==> config.mk <==
export PLATFORM = sky130hd
export DESIGN_NAME = neuron_accumulator
export DESIGN_NICKNAME = d
export VERILOG_FILES = /design/src/rtl/neuron_pkg.sv /design/src/rtl/sat_narrow.sv /design/src/rtl/neuron_accumulator.sv
export SDC_FILE = /design/constraint.sdc
export NUM_CORES = 1
export LEC_CHECK = 0
export CAP_MARGIN = 20
export CORE_UTILIZATION = 48
export CTS_CLUSTER_SIZE = 16
export DETAILED_ROUTE_END_ITERATION = 6
export PLACE_DENSITY = 0.77
export SLEW_MARGIN = 20
export SYNTH_ARGS = -nofsm -noshare
export SYNTH_HDL_FRONTEND = slang
export SYNTH_SLANG_ARGS = --single-unit
==> constraint.sdc <==
create_clock -name clk -period 2.7 [get_ports clk]
set_input_delay 0.27 -clock clk [delete_from_list [all_inputs] [get_ports clk]]
set_output_delay 0.27 -clock clk [all_outputs]
set_load 0.05 [all_outputs]
==> src/rtl/neuron_pkg.sv <==
// Shared definitions for the neuron datapath: FSM encodings, default widths and a
// constant-foldable ceil(log2) helper usable in parameter defaults.
package neuron_pkg;

    localparam int DEF_IN_W  = 17;
    localparam int DEF_OUT_W = 18;

    typedef enum logic [1:0] {
        IDLE = 2'd0,
        ACC  = 2'd1,
        DONE = 2'd2
    } state_t;

    function automatic int clog2(input int value);
        int r;
        r = 0;
        while ((1 << r) < value) begin
            r = r + 1;
        end
        return r;
    endfunction

endpackage

==> src/rtl/sat_narrow.sv <==
// Narrows a signed ACC_W value to OUT_W bits, either clamping or wrapping, and flags
// any change of value. Purely combinational.
module sat_narrow #(
    parameter int ACC_W    = 20,
    parameter int OUT_W    = 18,
    parameter int SATURATE = 1
) (
    input  logic [ACC_W-1:0] x,
    output logic [OUT_W-1:0] y,
    output logic             ovf
);

    localparam int HI_W = ACC_W - OUT_W + 1;

    // The value fits exactly when every bit from the result sign bit upward agrees.
    logic [HI_W-1:0] hi;
    logic            fits;

    assign hi   = x[ACC_W-1:OUT_W-1];
    assign fits = (hi == '0) || (hi == '1);
    assign ovf  = !fits;

    always_comb begin
        y = x[OUT_W-1:0];
        if ((SATURATE != 0) && !fits) begin
            y = x[ACC_W-1] ? {1'b1, {(OUT_W-1){1'b0}}} : {1'b0, {(OUT_W-1){1'b1}}};
        end
    end

endmodule

==> src/rtl/neuron_accumulator.sv <==
// Bias-initialised signed accumulator of N_TERMS streamed terms with a narrowed,
// saturated-or-wrapped result handed off over valid/ready.
module neuron_accumulator
    import neuron_pkg::*;
#(
    parameter int IN_W     = DEF_IN_W,
    parameter int N_TERMS  = 4,
    parameter int ACC_W    = IN_W + clog2(N_TERMS + 1),
    parameter int OUT_W    = DEF_OUT_W,
    parameter int SATURATE = 1
) (
    input  logic             clk,
    input  logic             rst_n,
    input  logic             start,
    input  logic [IN_W-1:0]  bias,
    input  logic             in_valid,
    output logic             in_ready,
    input  logic [IN_W-1:0]  in_data,
    output logic             out_valid,
    input  logic             out_ready,
    output logic [OUT_W-1:0] out_data,
    output logic             out_ovf,
    output logic             busy
);

    localparam int               CNT_W = clog2(N_TERMS) + 1;
    localparam logic [CNT_W-1:0] LAST  = CNT_W'(N_TERMS - 1);

    state_t                  state, state_nxt;
    logic signed [ACC_W-1:0] acc, acc_sum, bias_ext, term_ext;
    logic [CNT_W-1:0]        cnt;
    logic [OUT_W-1:0]        nar_data;
    logic                    nar_ovf;
    logic                    beat, last_beat, out_hs, reload;

    assign bias_ext  = $signed({{(ACC_W-IN_W){bias[IN_W-1]}}, bias});
    assign term_ext  = $signed({{(ACC_W-IN_W){in_data[IN_W-1]}}, in_data});
    assign acc_sum   = acc + term_ext;
    assign beat      = (state == ACC) && in_valid;
    assign last_beat = beat && (cnt == LAST);
    assign out_hs    = (state == DONE) && out_ready;
    // A start coinciding with the result handshake chains the next sum with no idle cycle.
    assign reload    = ((state == IDLE) || out_hs) && start;

    sat_narrow #(
        .ACC_W    (ACC_W),
        .OUT_W    (OUT_W),
        .SATURATE (SATURATE)
    ) u_narrow (
        .x   (acc_sum),
        .y   (nar_data),
        .ovf (nar_ovf)
    );

    always_ff @(posedge clk or negedge rst_n) begin
        if (!rst_n) begin
            state <= IDLE;
        end else begin
            state <= state_nxt;
        end
    end

    always_comb begin
        state_nxt = state;
        in_ready  = 1'b0;
        out_valid = 1'b0;
        busy      = 1'b0;
        unique case (state)
            IDLE: begin
                if (start) state_nxt = ACC;
            end
            ACC: begin
                in_ready = 1'b1;
                busy     = 1'b1;
                if (last_beat) state_nxt = DONE;
            end
            DONE: begin
                out_valid = 1'b1;
                busy      = 1'b1;
                if (out_hs) state_nxt = start ? ACC : IDLE;
            end
            default: state_nxt = IDLE;
        endcase
    end

    always_ff @(posedge clk or negedge rst_n) begin
        if (!rst_n) begin
            acc      <= '0;
            cnt      <= '0;
            out_data <= '0;
            out_ovf  <= 1'b0;
        end else begin
            if (reload) begin
                acc <= bias_ext;
                cnt <= '0;
            end else if (beat) begin
                acc <= acc_sum;
                cnt <= cnt + 1'b1;
            end
            if (last_beat) begin
                out_data <= nar_data;
                out_ovf  <= nar_ovf;
            end
        end
    end

endmodule
==> results.md <==
* Period utilization at 99.89%
* Avg WL per Cell at 15.93 um
* CTS Buffer Depth at 2
* Number of enable flip-flop cells after synthesis at 0
* Via count at 3,148
* Die H at 84.12 um
* Worst reg2reg path depth at 11
* I/O Pins at 61
* Status: finished, violations left
* Die width at 84.12 um
* CTS tree: done
* DR DRC count at 14
* Synth async-reset ratio at 100.0%
* R2r setup slk at 0.003 ns
* Via-to-Cell Ratio at 5.621
* Critical Path Start Type: flop
* LEAKAGE at 2.051 nW
* Iter 0 DRT Violations at 172
* Crit end category: flop
* Synthesis Warnings at 0
* Hold EP: out_data[0]$_DFFE_PN0P_
* Top-area cell type share of the netlist area at 34.02%
* Yosys cell types at 56
* Gr usage total at 24.97%
* Syn avg cell area at 8.586 um2
* Period minus WS final at 2.697 ns
* Hold Crit Class: input pin to flop
* Area added between synthesis and finish at 40.12%
* PwrDens at 1455 nW/um2
* Nets at 547
* Storage cell area at 1101 um2
* DIE AREA at 7076 um2
* CTS Sinks at 44
* #FFs+latches synth at 44
* Vias in the first global route at 3,080
* Clock tree root driver cell: clkbuf_8
* Dpl hpwl at 6326 um
* Skew final at 0.007836 ns
* Placed cell areas at 4212 um2
* Area contributors post-synth: dfrtp_1, ha_1, nand2_1
* Initial antenna violation count at 0
* Sequential area share after synthesis at 34.02%
* Port Buffers at 60
* Count leader, synth: nand2_1
* Slowest library cell on the worst path: dfrtp_1
* Min-delay src: in_data[0]
* Core area at 6422 um2
* Crit Path Max Fanout at 20
* Top achievable clock speed at 370.8 MHz
* Post-Syn Instances at 377
* N_diodes at 0
* Placed instance count at 545
* Synth top cells by count: nand2_1, dfrtp_1, a21oi_1, nor2_1, ha_1
* Worst hold path stage count at 4
* Setup violators final at 0
* CP peak stage delay at 0.40 ns
* WS Path Type: flop to flop
* Starting Density at 50.40%
* Clock Pin Slew Worst Setup and Hold Paths at 0.09 ns
* Leading area contributor after synthesis: dfrtp_1
* RD Place Congestion at 0.8703
* DRT antenna net count at 0
* Largest net degree at the start of global routing at 45
* Ys flop type: dfrtp_1
* FP Rows at 29
* Worst slew pin tran at 0.7573 ns
* GRT overflow at 0
* Final cell count without fillers at 560
* Syn Std Cell Area at 3237 um2
* Final Hold Viols at 0
* Peak supply drop at 0.7270 mV
* Post-synthesis net count at 442
* CP arrival at 2.89 ns
* Relative slew slack at 49.39%
* CP required at 2.89 ns
* Max-Cap Viols at 0
* Total power at 6.602 mW
* Fillers at 494
* Crit-path cells: ha_1 -> o21ai_1 -> a21oi_2 -> o21ai_2 -> buf_4 -> o311ai_4 -> a31oi_4 -> xnor2_2 -> buf_6 -> mux2i_1 -> o21ai_1
* Post-Route WL at 8920 um
* Cell mode on critical path: o21ai_1
* RR Endpoint: out_ovf$_DFFE_PN0P_
* First-pass GRT wire length at 14,190 um
* Multi-input gate area at 2112 um2
* Final Cell Area at 4536 um2
* RSZ-0062 raised after global routing: yes
* Fraction of layout cells with a size suffix above 1 at 22.57%
* TritonRoute pass-1 iters at 6
* Clock Latency Late Sink at 0.31 ns
* Fin. max-slew vios at 0
* Worst r2r src: acc[6]$_DFFE_PN0P_
* H-tree levels at 2
* Failing checks: DRC
* Clock buffer count from CTS at 5
==> flip-flops by register name, indices dropped and copies added (netlist names) <==
name	count
out_data	18
out_ovf	1
acc	20
cnt	3
state	2
==> per-layer routing <==
metal / wire [um] / vias to the layer above / global-route usage (%)
met2: 4543 / 88 / 43.59
met5: 0 / - / 0
met4: 173 / 0 / 7.994
met3: 433 / 13 / 3.759
met1: 3770 / 1500 / 31.78
li1: - / 1547 / -
==> power breakdown <==
part / leakage, nW / internal, mW / switching (mW)
Clock: 0.0614 / 0.303 / 0.251
Sequential: 0.555 / 0.973 / 0.203
Combinational: 1.43 / 2.07 / 2.80
==> cell families (layout without fill, tap and decap cells) <==
family,after synthesis,after routing,share of synthesized area [%]
AND/OR/NAND/NOR,130,130,17.36
AO/OA/AOI/OAI,127,127,28.53
buffers and inverters,31,137,4.368
adder cells (fa/ha/maj),26,26,10.28
flip-flops,44,44,34.02
XOR/XNOR,17,17,4.832
multiplexers,2,2,0.6185
==> layout make-up <==
type                            instances  share of cell area (%)
Sequential cell                        44                   24.28
Inverter                               11                  0.9103
Tap cell                               77                   2.124
Multi-Input combinational cell        302                   46.57
Timing Repair Buffer                  118                   23.45
Clock buffer                            6                   1.821
Clock inverter                          2                  0.8552
==> through the flow <==
step | TNS (ns) | hold WS, ns | util [%] | setup slack (ns)
6_report | 0 | 0.4365 | 70.62 | 0.003038
3_5_place_dp | -9.970 | 0.4713 | 65.58 | -0.5552
4_1_cts | 0 | 0.1697 | 68.40 | 0.01876
5_1_grt | -0.3772 | 0.4512 | 70.62 | -0.09946
3_3_place_gp | -8.300 | 0.4652 | 65.58 | -0.4705
2_1_floorplan | 0 | -0.02559 | - | 0.09532
==> cell usage in the layout (no fill, tap or decap), drive strengths merged, types with 2 or more instances in the layout <==
| master | instances |
|---|---|
| o211ai | 3 |
| clkbuf | 6 |
| a21o | 7 |
| o21a | 4 |
| nand2 | 70 |
| nor3 | 4 |
| and3 | 2 |
| mux2i | 2 |
| o22a | 2 |
| nor2b | 2 |
| inv | 11 |
| dlymetal6s2s | 2 |
| xnor2 | 12 |
| a31oi | 15 |
| or3 | 2 |
| nand2b | 5 |
| ha | 25 |
| o21bai | 5 |
| buf | 58 |
| nor2 | 29 |
| and2 | 3 |
| a211o | 2 |
| nand3 | 5 |
| clkdlybuf4s50 | 57 |
| a21oi | 38 |
| xor2 | 5 |
| o21ai | 35 |
| nand4 | 5 |
| dfrtp | 44 |
| a211oi | 5 |
==> timing repair <==
action                     in CTS  in global routing
hold buffers                    0                  1
setup buffers                   5                  2
pin swaps                       7                  4
setup endpoints to repair      18                 20
resized for setup               7                 27
hold endpoints to repair        0                  4
==> worst max-delay path by stage <==
stage                                           to  slack, ns          startpoint  cells after the start
after floorplan           out_data[10]$_DFFE_PN0P_        0.1  acc[0]$_DFFE_PN0P_                     12
after global placement     out_data[1]$_DFFE_PN0P_      -0.47          in_data[0]                     12
after detailed placement   out_data[1]$_DFFE_PN0P_      -0.56          in_data[0]                     12
after CTS                      out_ovf$_DFFE_PN0P_       0.02  acc[6]$_DFFE_PN0P_                     11
after global routing           out_ovf$_DFFE_PN0P_       -0.1  acc[6]$_DFFE_PN0P_                     11
final                          out_ovf$_DFFE_PN0P_      0.003  acc[6]$_DFFE_PN0P_                     11
==> worst max-delay path: cells and delay by family (launching register included) <==
family | cells | cell delay, ns
fa+ha+maj | 1 | 0.38
xor+xnor | 1 | 0.24
compound gates | 6 | 0.89
buf+inv | 2 | 0.41
flops | 1 | 0.40
mux | 1 | 0.23
Note: power is estimated with default switching activity, not from simulation.
